`config.mk`:
```
export PLATFORM = sky130hd
export DESIGN_NAME = mips_multicycle_controller_flat
export DESIGN_NICKNAME = d
export VERILOG_FILES = /design/src/rtl/mips_multicycle_controller_pkg.sv /design/src/rtl/mips_multicycle_controller_if.sv /design/src/rtl/mips_multicycle_controller_alu_control.sv /design/src/rtl/mips_multicycle_controller.sv /design/src/flat_wrapper.sv
export SDC_FILE = /design/constraint.sdc
export NUM_CORES = 1
export LEC_CHECK = 0
export ABC_AREA = 1
export CORE_UTILIZATION = 38
export CTS_CLUSTER_DIAMETER = 30
export DETAILED_ROUTE_END_ITERATION = 7
export PLACE_DENSITY = 0.82
export SLEW_MARGIN = 15
export SYNTH_ARGS = -nofsm -noshare
export SYNTH_HDL_FRONTEND = slang
export SYNTH_HIERARCHICAL = 1
export SYNTH_SLANG_ARGS = --single-unit
```
`constraint.sdc`:
```
create_clock -name clk -period 1.35 [get_ports clk]
set_clock_uncertainty 0.15 [all_clocks]
set_input_delay 0.135 -clock clk [delete_from_list [all_inputs] [get_ports clk]]
set_output_delay 0.135 -clock clk [all_outputs]
set_load 0.02 [all_outputs]
```
`src/rtl/mips_multicycle_controller_pkg.sv`:
```
// rtl/mips_multicycle_controller_pkg.sv - shared encodings and control-word decode for the multicycle MIPS controller
package mips_ctrl_pkg;

    localparam int ALU_OP_W = 3;
    localparam int STATE_W  = 4;

    typedef enum logic [STATE_W-1:0] {
        S_FETCH  = 4'd0,
        S_DECODE = 4'd1,
        S_MEMADR = 4'd2,
        S_MEMRD  = 4'd3,
        S_MEMWB  = 4'd4,
        S_MEMWR  = 4'd5,
        S_EXEC   = 4'd6,
        S_ALUWB  = 4'd7,
        S_BRANCH = 4'd8,
        S_JUMP   = 4'd9,
        S_ADDIEX = 4'd10,
        S_ADDIWB = 4'd11
    } state_t;

    localparam logic [5:0] OP_LW    = 6'b100011;
    localparam logic [5:0] OP_SW    = 6'b101011;
    localparam logic [5:0] OP_RTYPE = 6'b000000;
    localparam logic [5:0] OP_ADDI  = 6'b001000;
    localparam logic [5:0] OP_BEQ   = 6'b000100;
    localparam logic [5:0] OP_J     = 6'b000010;

    localparam logic [5:0] FN_ADD = 6'b100000;
    localparam logic [5:0] FN_SUB = 6'b100010;
    localparam logic [5:0] FN_SLT = 6'b101010;

    localparam logic [ALU_OP_W-1:0] ALU_ADD = 3'b000;
    localparam logic [ALU_OP_W-1:0] ALU_SUB = 3'b001;
    localparam logic [ALU_OP_W-1:0] ALU_SLT = 3'b010;

    localparam logic [1:0] SRCB_REG     = 2'b00;
    localparam logic [1:0] SRCB_FOUR    = 2'b01;
    localparam logic [1:0] SRCB_IMM     = 2'b10;
    localparam logic [1:0] SRCB_IMM_SH2 = 2'b11;

    localparam logic [1:0] PCSRC_ALU    = 2'b00;
    localparam logic [1:0] PCSRC_ALUOUT = 2'b01;
    localparam logic [1:0] PCSRC_JUMP   = 2'b10;

    typedef struct packed {
        logic                pc_write;
        logic                i_or_d;
        logic                mem_read;
        logic                mem_write;
        logic                ir_write;
        logic                reg_dst;
        logic                mem_to_reg;
        logic                reg_write;
        logic                alu_src_a;
        logic [1:0]          alu_src_b;
        logic [ALU_OP_W-1:0] alu_op;
        logic [1:0]          pc_source;
    } ctrl_t;

    // Moore control word for a state; BRANCH leaves pc_write low, the top ORs in zero.
    function automatic ctrl_t decode_ctrl(input state_t s, input logic [ALU_OP_W-1:0] exec_op);
        ctrl_t c;
        c = '0;
        c.alu_op = ALU_ADD;
        case (s)
            S_FETCH: begin
                c.mem_read  = 1'b1;
                c.ir_write  = 1'b1;
                c.alu_src_b = SRCB_FOUR;
                c.pc_source = PCSRC_ALU;
                c.pc_write  = 1'b1;
            end
            S_DECODE: c.alu_src_b = SRCB_IMM_SH2;
            S_MEMADR, S_ADDIEX: begin
                c.alu_src_a = 1'b1;
                c.alu_src_b = SRCB_IMM;
            end
            S_MEMRD: begin
                c.mem_read = 1'b1;
                c.i_or_d   = 1'b1;
            end
            S_MEMWB: begin
                c.reg_write  = 1'b1;
                c.mem_to_reg = 1'b1;
            end
            S_MEMWR: begin
                c.mem_write = 1'b1;
                c.i_or_d    = 1'b1;
            end
            S_EXEC: begin
                c.alu_src_a = 1'b1;
                c.alu_src_b = SRCB_REG;
                c.alu_op    = exec_op;
            end
            S_ALUWB: begin
                c.reg_write = 1'b1;
                c.reg_dst   = 1'b1;
            end
            S_BRANCH: begin
                c.alu_src_a = 1'b1;
                c.alu_src_b = SRCB_REG;
                c.alu_op    = ALU_SUB;
                c.pc_source = PCSRC_ALUOUT;
            end
            S_JUMP: begin
                c.pc_source = PCSRC_JUMP;
                c.pc_write  = 1'b1;
            end
            S_ADDIWB: c.reg_write = 1'b1;
            default: c = '0;
        endcase
        return c;
    endfunction

endpackage

```
`src/rtl/mips_multicycle_controller_if.sv`:
```
// rtl/mips_multicycle_controller_if.sv - controller-to-datapath signal bundle
interface mips_multicycle_controller_if;
    import mips_ctrl_pkg::*;

    logic [5:0]          opcode;
    logic [5:0]          funct;
    logic                zero;
    logic                pc_write;
    logic                i_or_d;
    logic                mem_read;
    logic                mem_write;
    logic                ir_write;
    logic                reg_dst;
    logic                mem_to_reg;
    logic                reg_write;
    logic                alu_src_a;
    logic [1:0]          alu_src_b;
    logic [ALU_OP_W-1:0] alu_op;
    logic [1:0]          pc_source;
    logic [STATE_W-1:0]  state;

    modport master (
        input  opcode, funct, zero,
        output pc_write, i_or_d, mem_read, mem_write, ir_write, reg_dst,
               mem_to_reg, reg_write, alu_src_a, alu_src_b, alu_op, pc_source, state
    );

    modport slave (
        output opcode, funct, zero,
        input  pc_write, i_or_d, mem_read, mem_write, ir_write, reg_dst,
               mem_to_reg, reg_write, alu_src_a, alu_src_b, alu_op, pc_source, state
    );

endinterface

```
`src/rtl/mips_multicycle_controller_alu_control.sv`:
```
// rtl/mips_multicycle_controller_alu_control.sv - R-type funct to ALU operation map with legality flag
module alu_control
    import mips_ctrl_pkg::*;
(
    input  logic [5:0]          funct,
    output logic [ALU_OP_W-1:0] alu_op,
    output logic                legal
);

    always_comb begin
        alu_op = ALU_ADD;
        legal  = 1'b1;
        case (funct)
            FN_ADD:  alu_op = ALU_ADD;
            FN_SUB:  alu_op = ALU_SUB;
            FN_SLT:  alu_op = ALU_SLT;
            default: legal  = 1'b0;
        endcase
    end

endmodule

```
`src/rtl/mips_multicycle_controller.sv`:
```
// rtl/mips_multicycle_controller.sv - multicycle MIPS control FSM for lw/sw/R-type/addi/beq/j
module mips_multicycle_controller
    import mips_ctrl_pkg::*;
(
    input  logic                        clk,
    input  logic                        rst,
    mips_multicycle_controller_if.master bus
);

    logic [ALU_OP_W-1:0] exec_op;
    logic                funct_legal;
    state_t              state_q;
    state_t              state_d;
    ctrl_t               ctrl_q;
    ctrl_t               ctrl_live;

    alu_control u_alu_control (
        .funct  (bus.funct),
        .alu_op (exec_op),
        .legal  (funct_legal)
    );

    always_comb begin
        state_d = S_FETCH;
        case (state_q)
            S_FETCH: state_d = S_DECODE;
            S_DECODE: begin
                case (bus.opcode)
                    OP_LW, OP_SW: state_d = S_MEMADR;
                    OP_RTYPE:     state_d = funct_legal ? S_EXEC : S_FETCH;
                    OP_ADDI:      state_d = S_ADDIEX;
                    OP_BEQ:       state_d = S_BRANCH;
                    OP_J:         state_d = S_JUMP;
                    default:      state_d = S_FETCH;
                endcase
            end
            S_MEMADR: state_d = (bus.opcode == OP_LW) ? S_MEMRD : S_MEMWR;
            S_MEMRD:  state_d = S_MEMWB;
            S_EXEC:   state_d = S_ALUWB;
            S_ADDIEX: state_d = S_ADDIWB;
            default:  state_d = S_FETCH;
        endcase
    end

    // Control word is registered alongside the state it belongs to.
    always_ff @(posedge clk) begin
        if (rst) begin
            state_q <= S_FETCH;
            ctrl_q  <= decode_ctrl(S_FETCH, exec_op);
        end else begin
            state_q <= state_d;
            ctrl_q  <= decode_ctrl(state_d, exec_op);
        end
    end

    // Reset masks everything at once so an abandoned instruction cannot write.
    always_comb begin
        ctrl_live = rst ? '0 : ctrl_q;
        if (!rst && state_q == S_BRANCH)
            ctrl_live.pc_write = bus.zero;
    end

    assign bus.pc_write   = ctrl_live.pc_write;
    assign bus.i_or_d     = ctrl_live.i_or_d;
    assign bus.mem_read   = ctrl_live.mem_read;
    assign bus.mem_write  = ctrl_live.mem_write;
    assign bus.ir_write   = ctrl_live.ir_write;
    assign bus.reg_dst    = ctrl_live.reg_dst;
    assign bus.mem_to_reg = ctrl_live.mem_to_reg;
    assign bus.reg_write  = ctrl_live.reg_write;
    assign bus.alu_src_a  = ctrl_live.alu_src_a;
    assign bus.alu_src_b  = ctrl_live.alu_src_b;
    assign bus.alu_op     = ctrl_live.alu_op;
    assign bus.pc_source  = ctrl_live.pc_source;
    assign bus.state      = state_q;

endmodule

```
`src/flat_wrapper.sv`:
```
// flat-port wrapper written by rule: the top's interface ports become plain ports
module mips_multicycle_controller_flat import mips_ctrl_pkg::*;
  (clk, rst, bus_opcode, bus_funct, bus_zero, bus_pc_write, bus_i_or_d, bus_mem_read, bus_mem_write, bus_ir_write, bus_reg_dst, bus_mem_to_reg, bus_reg_write, bus_alu_src_a, bus_alu_src_b, bus_alu_op, bus_pc_source, bus_state);
  mips_multicycle_controller_if bus_i ();
  input  logic clk;
  input  logic rst;
  input wire logic [$bits(bus_i.opcode)-1:0] bus_opcode;
  input wire logic [$bits(bus_i.funct)-1:0] bus_funct;
  input wire logic [$bits(bus_i.zero)-1:0] bus_zero;
  output wire logic [$bits(bus_i.pc_write)-1:0] bus_pc_write;
  output wire logic [$bits(bus_i.i_or_d)-1:0] bus_i_or_d;
  output wire logic [$bits(bus_i.mem_read)-1:0] bus_mem_read;
  output wire logic [$bits(bus_i.mem_write)-1:0] bus_mem_write;
  output wire logic [$bits(bus_i.ir_write)-1:0] bus_ir_write;
  output wire logic [$bits(bus_i.reg_dst)-1:0] bus_reg_dst;
  output wire logic [$bits(bus_i.mem_to_reg)-1:0] bus_mem_to_reg;
  output wire logic [$bits(bus_i.reg_write)-1:0] bus_reg_write;
  output wire logic [$bits(bus_i.alu_src_a)-1:0] bus_alu_src_a;
  output wire logic [$bits(bus_i.alu_src_b)-1:0] bus_alu_src_b;
  output wire logic [$bits(bus_i.alu_op)-1:0] bus_alu_op;
  output wire logic [$bits(bus_i.pc_source)-1:0] bus_pc_source;
  output wire logic [$bits(bus_i.state)-1:0] bus_state;
  assign bus_i.opcode = bus_opcode;
  assign bus_i.funct = bus_funct;
  assign bus_i.zero = bus_zero;
  assign bus_pc_write = bus_i.pc_write;
  assign bus_i_or_d = bus_i.i_or_d;
  assign bus_mem_read = bus_i.mem_read;
  assign bus_mem_write = bus_i.mem_write;
  assign bus_ir_write = bus_i.ir_write;
  assign bus_reg_dst = bus_i.reg_dst;
  assign bus_mem_to_reg = bus_i.mem_to_reg;
  assign bus_reg_write = bus_i.reg_write;
  assign bus_alu_src_a = bus_i.alu_src_a;
  assign bus_alu_src_b = bus_i.alu_src_b;
  assign bus_alu_op = bus_i.alu_op;
  assign bus_pc_source = bus_i.pc_source;
  assign bus_state = bus_i.state;
  mips_multicycle_controller u_core (.clk(clk), .rst(rst), .bus(bus_i));
endmodule
```
**Word-level counts from Yosys, hierarchy flattened**

Index checks and enable logic that the tools add are counted.

- Bits of input ports: 15
- Register bits: 20
- Word-level logic and storage cells: 71
- Bits in latches: 0
- ROM bits: 0
- Output and inout bits: 20
- Memories kept: 0
- RAM bits: 0

- Shift operators: 0
- Reduce and logical (&&, ||, !) cells: 13
- Magnitude comparators: 0
- Equality and inequality tests: 25
- Multiplexer cells: 20
- Div/mod/pow operators: 0
- Multiply operators: 0
- Add/subtract/negate cells: 0
- Bitwise logic cells: 0

Operators by type and width:

| cell | count |
|---|---|
| $eq 6x6->1 const B | 5 |
| $eq 4x4->1 const B | 6 |
| $pmux 4 s6 | 1 |
| $eq 4x3->1 const B | 5 |
| $pmux 4 s5 | 1 |
| $eq 4x2->1 const B | 4 |
| $mux 16 | 1 |
| $pmux 2 s2 | 3 |
| $mux 1 | 11 |
| $reduce_or 2->1 | 5 |
| $eq 4x1->1 const B | 2 |
| $logic_not 4->1 | 2 |
| $eq 6x2->1 const B | 1 |
| $eq 6x3->1 const B | 1 |
| $eq 6x4->1 const B | 1 |
| $logic_not 6->1 | 1 |
| $mux 3 | 2 |
| $pmux 2 s3 | 1 |
| $reduce_or 3->1 | 2 |
| $reduce_or 4->1 | 1 |
| $logic_and 1x1->1 | 1 |
| $logic_not 1->1 | 1 |

**Depth between registers and ports, before layout**

Gate-level depths: netlist of run 1.

- Depth after elaboration: 9
- Depth in mapped cells: 12

**Cells and area by module**

The synthesis of run 1 kept the hierarchy.

By module, submodules not included:

| module | cells an instance | sequential area each (um2) | area an instance (um2) | instances |
|---|---|---|---|---|
| mips_multicycle_controller | 150 | 400.4 | 992.2 | 1 |
| alu_control | 17 | 0.0 | 75.1 | 1 |

**Least setup slack after synthesis of run 1**

Ideal clock, no wire load.

- Path kind: register to output
- Start point: register u_core.state_q[0] (netlist: u_core/bus.state[0])
- End point: output bus_pc_write
- Setup slack: -0.192 ns
- Data arrival time: 1.257 ns
- Stages on the path, launching flop included: 5
- Required time: 1.065 ns
- Path buffers: 0
- Path through: dfxtp_1 -> inv_2 -> nand2_1 -> nor3_1 -> nor3_1

- Cells in the longest elaborated chain, start to end: 3

Ends and longest elaborated chain:

| what | RTL line | text |
|---|---|---|
| from (decl) | mips_multicycle_controller.sv:12 | `state_t state_q;` |
| from (signal assigned) | mips_multicycle_controller.sv:51 | `state_q <= state_d;` |
| $eq 4x4->1 | mips_multicycle_controller.sv:59 | `if (!rst && state_q == S_BRANCH)` |
| $logic_and 1x1->1 | mips_multicycle_controller.sv:59 |  |
| $mux 1 | mips_multicycle_controller.sv:59 |  |
| to (decl) | flat_wrapper.sv:10 | `output wire logic [$bits(bus_i.pc_write)-1:0] bus_pc_write;` |

Every way passes these cells.

**Worst setup path in the final report of run 1**

- Start point: register u_core.state_q[3] (netlist: u_core/bus.state[3])
- End point: register u_core/ctrl_q[11] (netlist name)

- Cells in the longest elaborated chain, start to end: 4
- Elaborated cells on any way between the ends: 9
- Those cells by class: 5 x eq/ne; 2 x mux; 2 x reduce/logical

Ends and longest elaborated chain:

| what | RTL line | text |
|---|---|---|
| $eq 4x4->1 (tied with other cells) | mips_multicycle_controller.sv:25 | `case (state_q)` |
| $pmux 4 s6 (*) | mips_multicycle_controller.sv:25 |  |
| $logic_not 4->1 (*) | mips_multicycle_controller_pkg.sv:66 | `case (s)` |
| $mux 1 (*) | mips_multicycle_controller_pkg.sv:66 |  |
| to (signal assigned) | mips_multicycle_controller.sv:49 | `ctrl_q <= decode_ctrl(S_FETCH, exec_op);` |
| to (signal assigned) | mips_multicycle_controller.sv:52 | `ctrl_q <= decode_ctrl(state_d, exec_op);` |
| to (decl) | mips_multicycle_controller.sv:14 | `ctrl_t ctrl_q;` |

Every way passes the cells marked *; elsewhere a longest branch is shown, timed or not.
A chain may end at the register's enable or synchronous reset.

==> results.sh, run 1 <==
export IMPL_outcome="finished, violations left"
export IMPL_violations="setup timing"
export IMPL_io_buffer_count=34
export IMPL_drtPass1Iterations=5
export IMPL_drc_errors=0
export IMPL_place_congestion=0.8161
export IMPL_finalNonFillerCells=263
export IMPL_final_setup_viol_count=17
export IMPL_cp_data_arrival_time_ns=1.66
export IMPL_dp_hpwl_mm=1.922
export IMPL_drt_initial_drc_count=13
export IMPL_antenna_left=0
export IMPL_num_io_pins=35
export IMPL_dp_cells=253
export IMPL_path_class="reg -> reg"
export IMPL_core_area_mm2=0.002567
export IMPL_vdd_ir_drop_worst_mv=1.604
export IMPL_cts_num_sinks=20
export IMPL_power_density_mw_per_mm2=721.1
export IMPL_grt_start_max_net_pins=13
export IMPL_synth_nets=182
export IMPL_place_ws_ns=-0.4548
export IMPL_syn2layout_area_growth_pct=77.37
export IMPL_yosys_warnings=6
export IMPL_die_area_mm2=0.003024
export IMPL_grt_usage_pct=19.61
export IMPL_synth_top_area_cell="dfxtp_1"
export IMPL_fill_cells=192
export IMPL_synth_avg_cell_area_um2=6.391
export IMPL_worstPathRequired_ns=1.46
export IMPL_drive_gt1_share_pct=48.07
export IMPL_layout_commonest_cell="nor2_1"
export IMPL_n_antenna_cell=0
export IMPL_rr_worst_depth=9
export IMPL_ys_ff_latch=20
export IMPL_hp_start="bus_funct[1]"
export IMPL_setup_worst_path_end_class="register"
export IMPL_cts_made_buffers=3
export IMPL_finalCritPeriodShare_pct=114.4
export IMPL_h_tree_depth=1
export IMPL_syn_cell_area_mm2=0.001067
export IMPL_min_period_ns=1.545
export IMPL_clk_latency_ns=0.31
export IMPL_path_max_fanout=4
export IMPL_startpoint_type="register"
export IMPL_initial_utilization_pct=41.57
export IMPL_antenna_found_initial=0
export IMPL_drt_wl_total_mm=3.186
export IMPL_postSynthCellCount=167
export IMPL_via_count=1196
export IMPL_slew_viol_final=0
export IMPL_rows=18
export IMPL_cts_tree="built"
export IMPL_clk_pin_slew_worst_paths_ns=0.12
export IMPL_leakage_nw=0.9805
export IMPL_nets=249
export IMPL_mostFrequentLayoutCells="nor2_1 (32), inv_1 (30), buf_4 (22)"
export IMPL_rsz0062_at_grt="true"
export IMPL_hold_buffers=0
export IMPL_die_h_um=55.00
export IMPL_ys_seq_area_share_pct=37.51
export IMPL_max_cap_violations=0
export IMPL_min_to="u_core/ctrl_q[2]$_SDFF_PP0_"
export IMPL_r2r_end="u_core/ctrl_q[11]$_SDFF_PP1_"
export IMPL_ff2ff_setup_slack_ns=-0.19
export IMPL_via_per_inst=4.548
export IMPL_cts_buffer_depth=2
export IMPL_r2r_start="u_core/bus.state[3]$_SDFF_PP0_"
export IMPL_hold_class="in -> reg"
export IMPL_root_buffer="clkbuf_4"
export IMPL_die_w_um=55.00
export IMPL_synth_top_cell_area_share_pct=37.51
export IMPL_setup_ws_ns=-0.1949
export IMPL_overflow=0
export IMPL_grt_pass1_vias=1001
export IMPL_synth_area_leaders="dfxtp_1 (38%), nor2_1 (13%), inv_1 (11%), nand2_1 (9.8%), nand3_1 (5.6%)"
export IMPL_finalHoldViolCount=0
export IMPL_grt_pass1_wl_mm=4.084
export IMPL_wl_per_cell_um=12.11
export IMPL_ys_types=19
export IMPL_min_path_cells=5
export IMPL_max_freq_mhz=647.3
-- cells in the mapped netlist --
library cell,count
inv_1,31
nor3_1,2
clkbuf_1,2
nor2_1,38
nor3b_2,1
dfxtp_1,20
nor2_2,6
nor2_4,1
a31oi_1,1
inv_2,6
a21oi_1,3
nand3_2,5
conb_1,1
nand2_1,28
buf_4,1
nand2_2,7
nor4_1,1
and2_4,1
nand3_1,12
-- power by group --
| group | total [mW] | switching (mW) | leakage [nW] | internal [mW] |
|---|---|---|---|---|
| Sequential | 0.609 | 0.00702 | 0.166 | 0.602 |
| Combinational | 0.259 | 0.142 | 0.787 | 0.116 |
| Clock | 0.498 | 0.197 | 0.0279 | 0.300 |
-- worst max-delay path, cell delays in order, from the launching register on --
cell     delay (ns)
dfxtp_2        0.35
inv_2          0.09
nor2_4         0.05
buf_4          0.13
nand2_1        0.10
and2_4         0.20
nand2_4        0.06
nor2_4         0.17
nand3_4        0.12
nand2_1        0.08
-- per-layer routing --
metal / vias to the layer above / wire [um] / GRT usage [%]
li1: 620 / - / -
met1: 523 / 1308 / 21.25
met2: 43 / 1590 / 35.14
met3: 10 / 196 / 6.011
met4: 0 / 91 / 7.917
met5: - / 0 / 0
-- what timing repair did --
| action | CTS | global route |
|---|---|---|
| resized for setup | 89 | 47 |
| setup endpoints to repair | 35 | 30 |
| pin swaps | 9 | 17 |
| endpoints found under the hold margin | 0 | 0 |
| buffers inserted | 3 | 6 |
-- kinds of logic (layout without fill, tap and decap cells) --
| family | Yosys count | after routing | synth area share [%] |
|---|---|---|---|
| and+or+nand+nor | 102 | 102 | 45.72 |
| AOI/OAI and AO/OA | 4 | 4 | 1.993 |
| other | 1 | 1 | 0.3514 |
| buffers and inverters | 40 | 106 | 14.42 |
| DFF | 20 | 20 | 37.51 |
-- cell type report --
| type | count | area, um^2 | area share, % |
|---|---|---|---|
| clock buffers | 3 | 22.52 | 1.190 |
| well taps | 30 | 37.54 | 1.983 |
| multi-input cells | 107 | 718.2 | 37.94 |
| inverters | 37 | 153.9 | 8.130 |
| clock inverters | 1 | 30.03 | 1.586 |
| repair buffers | 65 | 518.0 | 27.36 |
| flip-flops and latches | 20 | 412.9 | 21.81 |
-- how the worst max path moves through the flow --
| stage | from | depth (start not counted) | end |
|---|---|---|---|
| 6_report | u_core/bus.state[3]$_SDFF_PP0_ | 9 | u_core/ctrl_q[11]$_SDFF_PP1_ |
| 4_1_cts | u_core/bus.state[3]$_SDFF_PP0_ | 6 | bus_pc_write |
| 3_5_place_dp | rst | 4 | bus_alu_src_b[0] |
| 3_3_place_gp | rst | 4 | bus_pc_source[0] |
| 5_1_grt | u_core/bus.state[3]$_SDFF_PP0_ | 10 | u_core/ctrl_q[2]$_SDFF_PP0_ |
| 2_1_floorplan | u_core/bus.state[3]$_SDFF_PP0_ | 8 | u_core/ctrl_q[13]$_SDFF_PP1_ |
-- through the flow --
stage,cell area (um^2),power (mW),hold slack [ns],utilization (%),setup TNS [ns]
6_report,1893,1.365,0.3595,73.73,-2.158
5_1_grt,1893,1.412,0.3482,73.73,-3.195
4_1_cts,1812,1.331,0.3437,70.57,-1.320
3_5_place_dp,1643,0.8417,0.4347,63.99,-10.84
3_3_place_gp,1643,0.8372,0.4306,63.99,-10.23
2_1_floorplan,1092,0.7273,0.05407,-,0
-- registers in the layout (all words and copies together), names as in the netlist --
name and flops:
u_core/ctrl_q 16, u_core/bus.state 4
No activity file was read; power rests on OpenSTA's default activity.
==> inputs of run 2 (changes only) <==
--- a/config.mk
+++ b/config.mk
@@ -9,9 +9,10 @@
 export CORE_UTILIZATION = 38
 export CTS_CLUSTER_DIAMETER = 30
 export DETAILED_ROUTE_END_ITERATION = 7
-export PLACE_DENSITY = 0.82
+export PLACE_DENSITY = 0.75
 export SLEW_MARGIN = 15
 export SYNTH_ARGS = -nofsm -noshare
 export SYNTH_HDL_FRONTEND = slang
 export SYNTH_HIERARCHICAL = 1
 export SYNTH_SLANG_ARGS = --single-unit
+export TNS_END_PERCENT = 30
==> constraint.sdc (replaced) <==
create_clock -name clk -period 1.81 [get_ports clk]
set_clock_uncertainty 0.15 [all_clocks]
set_input_delay 0.181 -clock clk [delete_from_list [all_inputs] [get_ports clk]]
set_output_delay 0.181 -clock clk [all_outputs]
set_load 0.02 [all_outputs]
==> run 2 against run 1 <==
Effect of this change:
- the flow now finishes without violations
- routed wire length fell by 30%
- cell area down 19%
- count of clock-buffer cells in the layout unchanged
- global-route usage is 2.2 points lower
- via count down 11%
- setup slack better by 0.25 ns
- total power decreased by 29%
- first-iteration DRC count decreased by 38%
- clock power fell by 28%
- critical path depth down 7
- cell count shrank 9.1%
- largest cell class unchanged
==> results.sh, run 2 (synthesis gave the netlist of run 1 again) <==
export IMPL_num_io_pins=35
export IMPL_drive_gt1_share_pct=19.14
export IMPL_min_path_cells=5
export IMPL_leakage_nw=0.8150
export IMPL_rsz0062_at_grt="false"
export IMPL_antenna_left=0
export IMPL_dp_hpwl_mm=1.846
export IMPL_setup_worst_path_end_class="primary output"
export IMPL_nets=225
export IMPL_die_area_mm2=0.003024
export IMPL_grt_start_max_net_pins=19
export IMPL_switching_share_pct=22.88
export IMPL_drt_wl_total_mm=2.242
export IMPL_die_h_um=55.00
export IMPL_final_setup_viol_count=0
export IMPL_slew_viol_final=0
export IMPL_largest_reg_flops=16
export IMPL_vdd_ir_drop_worst_mv=0.4544
export IMPL_clk_pin_slew_worst_paths_ns=0.11
export IMPL_cp_data_arrival_time_ns=1.43
export IMPL_hold_class="in -> reg"
export IMPL_max_cap_violations=0
export IMPL_mostFrequentLayoutCells="nor2_1 (37), inv_1 (31), nand2_1 (28)"
export IMPL_placed_area_mm2=0.001495
export IMPL_die_w_um=55.00
export IMPL_n_antenna_cell=0
export IMPL_outcome="finished, final reports clean"
export IMPL_via_count=1070
export IMPL_syn2layout_area_growth_pct=43.61
export IMPL_path_class="reg -> out"
export IMPL_antenna_found_initial=0
export IMPL_min_period_ns=1.757
export IMPL_grt_usage_pct=17.40
export IMPL_h_tree_depth=1
export IMPL_seq_power_share_pct=47.1
export IMPL_combPwrFrac_pct=15.6
export IMPL_startpoint_type="register"
export IMPL_finalHoldViolCount=0
export IMPL_power_uw=967.6
export IMPL_clk_latency_ns=0.31
export IMPL_drtPass1Iterations=4
export IMPL_max_stage_delay_ns=0.61
export IMPL_fill_cells=251
export IMPL_rr_worst_depth=9
export IMPL_initial_utilization_pct=41.57
export IMPL_tns_ns=0
export IMPL_place_congestion=0.8720
export IMPL_rows=18
export IMPL_clkPwrFrac_pct=37.4
export IMPL_intPower_uw=746.2
export IMPL_wl_per_cell_um=9.381
export IMPL_io_buffer_count=34
export IMPL_max_flop_register="u_core/ctrl_q"
export IMPL_overflow=0
export IMPL_grt_pass1_vias=957
export IMPL_layout_commonest_cell="nor2_1"
export IMPL_path_max_fanout=7
export IMPL_cts_tree="built"
export IMPL_cts_buffer_depth=2
export IMPL_max_freq_mhz=569.3
export IMPL_crit_path_top_delay_cell="clkdlybuf4s50_1"
export IMPL_netSwitchingPower_uw=221.4
export IMPL_core_area_mm2=0.002567
export IMPL_cts_made_buffers=3
export IMPL_drt_initial_drc_count=8
export IMPL_post_route_util_pct=59.70
export IMPL_power_density_mw_per_mm2=631.3
export IMPL_cts_num_sinks=20
export IMPL_drc_errors=0
export IMPL_via_per_inst=4.477
export IMPL_root_buffer="clkbuf_4"
export IMPL_worstPathRequired_ns=1.48
export IMPL_finalCritPeriodShare_pct=97.05
export IMPL_cp_cell_sequence="buf_4 > clkdlybuf4s50_1"
export IMPL_design_area_mm2=0.001533
export IMPL_grt_pass1_wl_mm=3.663
==> run 2: changes by cell type in the layout (fill, tap and decap cells not counted), moves of 6 or more <==
| cell | delta |
|---|---|
| buf_4 | -16 |
| dlygate4sd2_1 | +14 |
| buf_6 | -11 |
| buf_2 | -9 |
| clkbuf_2 | -9 |
| nand2_4 | -9 |
| nand2_1 | +8 |
| nand3_1 | +6 |
| nor2_4 | -6 |
==> run 2: final cells by class <==
cell class | count | area (um^2) | area share, %
Clock buffer | 3 | 22.52 | 1.469
Clock inverter | 1 | 30.03 | 1.959
Inverter | 37 | 138.9 | 9.061
Multi-Input combinational cell | 107 | 515.5 | 33.63
Sequential cell | 20 | 400.4 | 26.12
Tap cell | 30 | 37.54 | 2.449
Timing Repair Buffer | 41 | 387.9 | 25.31
==> run 2: power groups by stage <==
stage | sequential (mW) | clock [mW] | combinational, mW
floorplan | 0.470 | 0 | 0.0723
global placement | 0.466 | 0 | 0.152
detailed placement | 0.466 | 0 | 0.156
CTS | 0.456 | 0.372 | 0.152
global route | 0.457 | 0.384 | 0.167
finish | 0.456 | 0.361 | 0.151
==> run 2: through the flow <==
| stage | worst slack [ns] | std cells | hold slack, ns |
|---|---|---|---|
| 2_1_floorplan | 0.2224 | 167 | 0.1001 |
| 3_3_place_gp | -0.07228 | 235 | 0.4282 |
| 3_5_place_dp | -0.1076 | 235 | 0.4171 |
| 4_1_cts | 0.01099 | 239 | 0.4030 |
| 5_1_grt | 0.01087 | 239 | 0.4219 |
| 6_report | 0.05339 | 239 | 0.4057 |
==> run 2: critical path, delay by kind of cell (launching register included) <==
| kind | cells | cell delay, ns |
|---|---|---|
| buffers and inverters | 2 | 0.77 |
| flip-flops | 1 | 0.36 |
==> run 2: final timing paths <==
path	slack (ns)	end	start
worst min-delay path	0.41	u_core/ctrl_q[2]$_SDFF_PP0_	bus_funct[1]
worst max-delay path	0.05	bus_state[0]	u_core/bus.state[0]$_SDFF_PP0_
worst max register to register	0.23	u_core/ctrl_q[15]$_SDFF_PP1_	u_core/bus.state[2]$_SDFF_PP0_
worst min register to register	0.43	u_core/ctrl_q[9]$_SDFF_PP0_	u_core/bus.state[1]$_SDFF_PP0_
==> run 2: what timing repair did <==
item / 4_1_cts / 5_1_grt
hold endpoints to repair: 0 / 0
setup endpoints to repair: 16 / 1
buffers inserted: 0 / 0
gates resized for setup: 19 / 1
hold buffers: 0 / 0
==> run 2: per-layer routing <==
metal,vias up,wire length [um],global-route usage [%]
li1,578,-,-
met1,459,898,17.13
met2,28,1159,33.94
met3,5,142,3.279
met4,0,42,8.750
met5,-,0,0
==> inputs of run 3 (changes only) <==
--- a/config.mk
+++ b/config.mk
@@ -10,6 +10,7 @@
 export CTS_CLUSTER_DIAMETER = 30
 export DETAILED_ROUTE_END_ITERATION = 7
 export PLACE_DENSITY = 0.75
+export SKIP_LAST_GASP = 1
 export SLEW_MARGIN = 15
 export SYNTH_ARGS = -nofsm -noshare
 export SYNTH_HDL_FRONTEND = slang
==> run 3 against run 2 <==
Effect of this change:
- the flow now finishes with violations (setup timing)
- cell area is 1.1% higher
- critical endpoint is now bus_alu_src_a
- highest routed layer unchanged
- global-route usage is 0.057 points lower
- combinational power is essentially flat
==> results.sh, run 3 (synthesis gave the netlist of run 1 again) <==
export IMPL_mostFrequentLayoutCells="nor2_1 (38), inv_1 (31), nand2_1 (28)"
export IMPL_h_tree_depth=1
export IMPL_place_ws_ns=-0.1076
export IMPL_cts_tree="built"
export IMPL_regArea_um2=400.4
export IMPL_die_w_um=55.00
export IMPL_combPwrFrac_pct=15.7
export IMPL_drt_wl_total_mm=2.254
export IMPL_largest_reg_flops=16
export IMPL_setup_ws_ns=-0.07270
export IMPL_max_cap_violations=0
export IMPL_max_stage_delay_ns=0.61
export IMPL_violations="setup timing"
export IMPL_layout_commonest_cell="nor2_1"
export IMPL_finalNonFillerCells=239
export IMPL_cts_buffer_depth=2
export IMPL_via_count=1075
export IMPL_wl_per_cell_um=9.431
export IMPL_nets=225
export IMPL_die_area_mm2=0.003024
export IMPL_multi_input_area_um2=513.0
export IMPL_intPower_uw=748.3
export IMPL_antenna_found_initial=0
export IMPL_cp_data_arrival_time_ns=1.55
export IMPL_core_area_mm2=0.002567
export IMPL_cp_cell_sequence="clkdlybuf4s50_1 > buf_12 > nor2_1 > clkdlybuf4s50_1"
export IMPL_min_period_ns=1.883
export IMPL_place_congestion=0.8720
export IMPL_grt_pass1_vias=955
export IMPL_crit_family="buffers and inverters"
export IMPL_hold_class="in -> reg"
export IMPL_post_route_util_pct=60.38
export IMPL_drt_initial_drc_count=10
export IMPL_drc_errors=0
export IMPL_cts_made_buffers=3
export IMPL_rows=18
export IMPL_clkPwrFrac_pct=37.3
export IMPL_vdd_ir_drop_worst_mv=0.4549
export IMPL_switching_share_pct=22.90
export IMPL_fill_cells=254
export IMPL_initial_utilization_pct=41.57
export IMPL_drtPass1Iterations=4
export IMPL_grt_pass1_wl_mm=3.650
export IMPL_worstPathRequired_ns=1.48
export IMPL_crit_path_top_delay_cell="clkdlybuf4s50_1"
export IMPL_cts_num_sinks=20
export IMPL_grt_start_max_net_pins=19
export IMPL_drive_gt1_share_pct=18.18
export IMPL_finalCritPeriodShare_pct=104.0
export IMPL_path_max_fanout=18
export IMPL_syn2layout_area_growth_pct=45.25
export IMPL_crit_top_cell="clkdlybuf4s50_1"
export IMPL_netSwitchingPower_uw=222.3
export IMPL_via_per_inst=4.498
export IMPL_path_class="in -> out"
export IMPL_clk_latency_ns=0.31
export IMPL_clk_pin_slew_worst_paths_ns=0.11
export IMPL_dp_hpwl_mm=1.846
export IMPL_outcome="finished, violations left"
export IMPL_max_flop_register="u_core/ctrl_q"
export IMPL_n_antenna_cell=0
export IMPL_power_density_mw_per_mm2=626.1
export IMPL_max_freq_mhz=531.2
export IMPL_final_setup_viol_count=10
export IMPL_slew_viol_final=0
export IMPL_leakage_nw=0.8116
export IMPL_startpoint_type="input port"
export IMPL_cp_num_cells=4
export IMPL_overflow=0
export IMPL_path_buf_inv=3
export IMPL_num_io_pins=35
export IMPL_dp_cells=235
export IMPL_io_buffer_count=34
export IMPL_tns_ns=-0.6105
export IMPL_hold_buffers=0
export IMPL_min_path_cells=5
export IMPL_antenna_left=0
export IMPL_rr_worst_depth=8
export IMPL_die_h_um=55.00
export IMPL_rsz0062_at_grt="true"
export IMPL_root_buffer="clkbuf_4"
export IMPL_grt_usage_pct=17.34
export IMPL_finalHoldViolCount=0
export IMPL_setup_worst_path_end_class="primary output"
export IMPL_seq_power_share_pct=46.9
-- run 3: area by class of cell --
cell class              count  area share [%]
multi-input cells         107           33.09
repair buffers             41           26.31
flip-flops and latches     20           25.83
inverters                  37           8.959
well taps                  30           2.421
clock inverters             1           1.937
clock buffers               3           1.453
-- run 3: worst min-delay path, stage by stage --
cell	delay, ns
clkdlybuf4s50_1	0.41
nand2_1	0.07
nor2_1	0.04
nand3_1	0.07
nand2_1	0.05
-- run 3: repair_timing --
item	4_1_cts	5_1_grt
gates resized for setup	4	3
endpoints found under the setup margin	16	13
gates cloned	0	0
buffers inserted	0	0
-- run 3: final timing paths --
kind	start	to	slack (ns)
worst max-delay path	rst	bus_alu_src_a	-0.07
worst min-delay path	bus_funct[1]	u_core/ctrl_q[2]$_SDFF_PP0_	0.41
worst max register to register	u_core/bus.state[1]$_SDFF_PP0_	u_core/ctrl_q[15]$_SDFF_PP1_	0.23
worst min register to register	u_core/bus.state[1]$_SDFF_PP0_	u_core/ctrl_q[9]$_SDFF_PP0_	0.43
-- run 3: power by group through the flow --
stage                     clock network, mW  registers, mW  logic (mW)
after global routing                  0.384          0.457       0.169
after detailed placement                  0          0.466       0.156
after floorplan                           0          0.470      0.0723
after global placement                    0          0.466       0.152
final                                 0.362          0.456       0.153
after CTS                             0.372          0.456       0.155
-- run 3: per-stage QoR --
stage                     total power [mW]  hold WS [ns]  instance area, um^2
after floorplan                     0.5424        0.1001                 1067
after global placement              0.6176        0.4282                 1495
after detailed placement            0.6219        0.4171                 1495
after CTS                           0.9822        0.4030                 1543
after global routing                 1.010        0.4219                 1550
final                               0.9707        0.4065                 1550
-- run 3: per-layer routing --
layer	global-route usage [%]	routed length, um
met4	8.750	42
met1	16.97	905
met5	0	0
met2	33.94	1160
met3	3.279	145
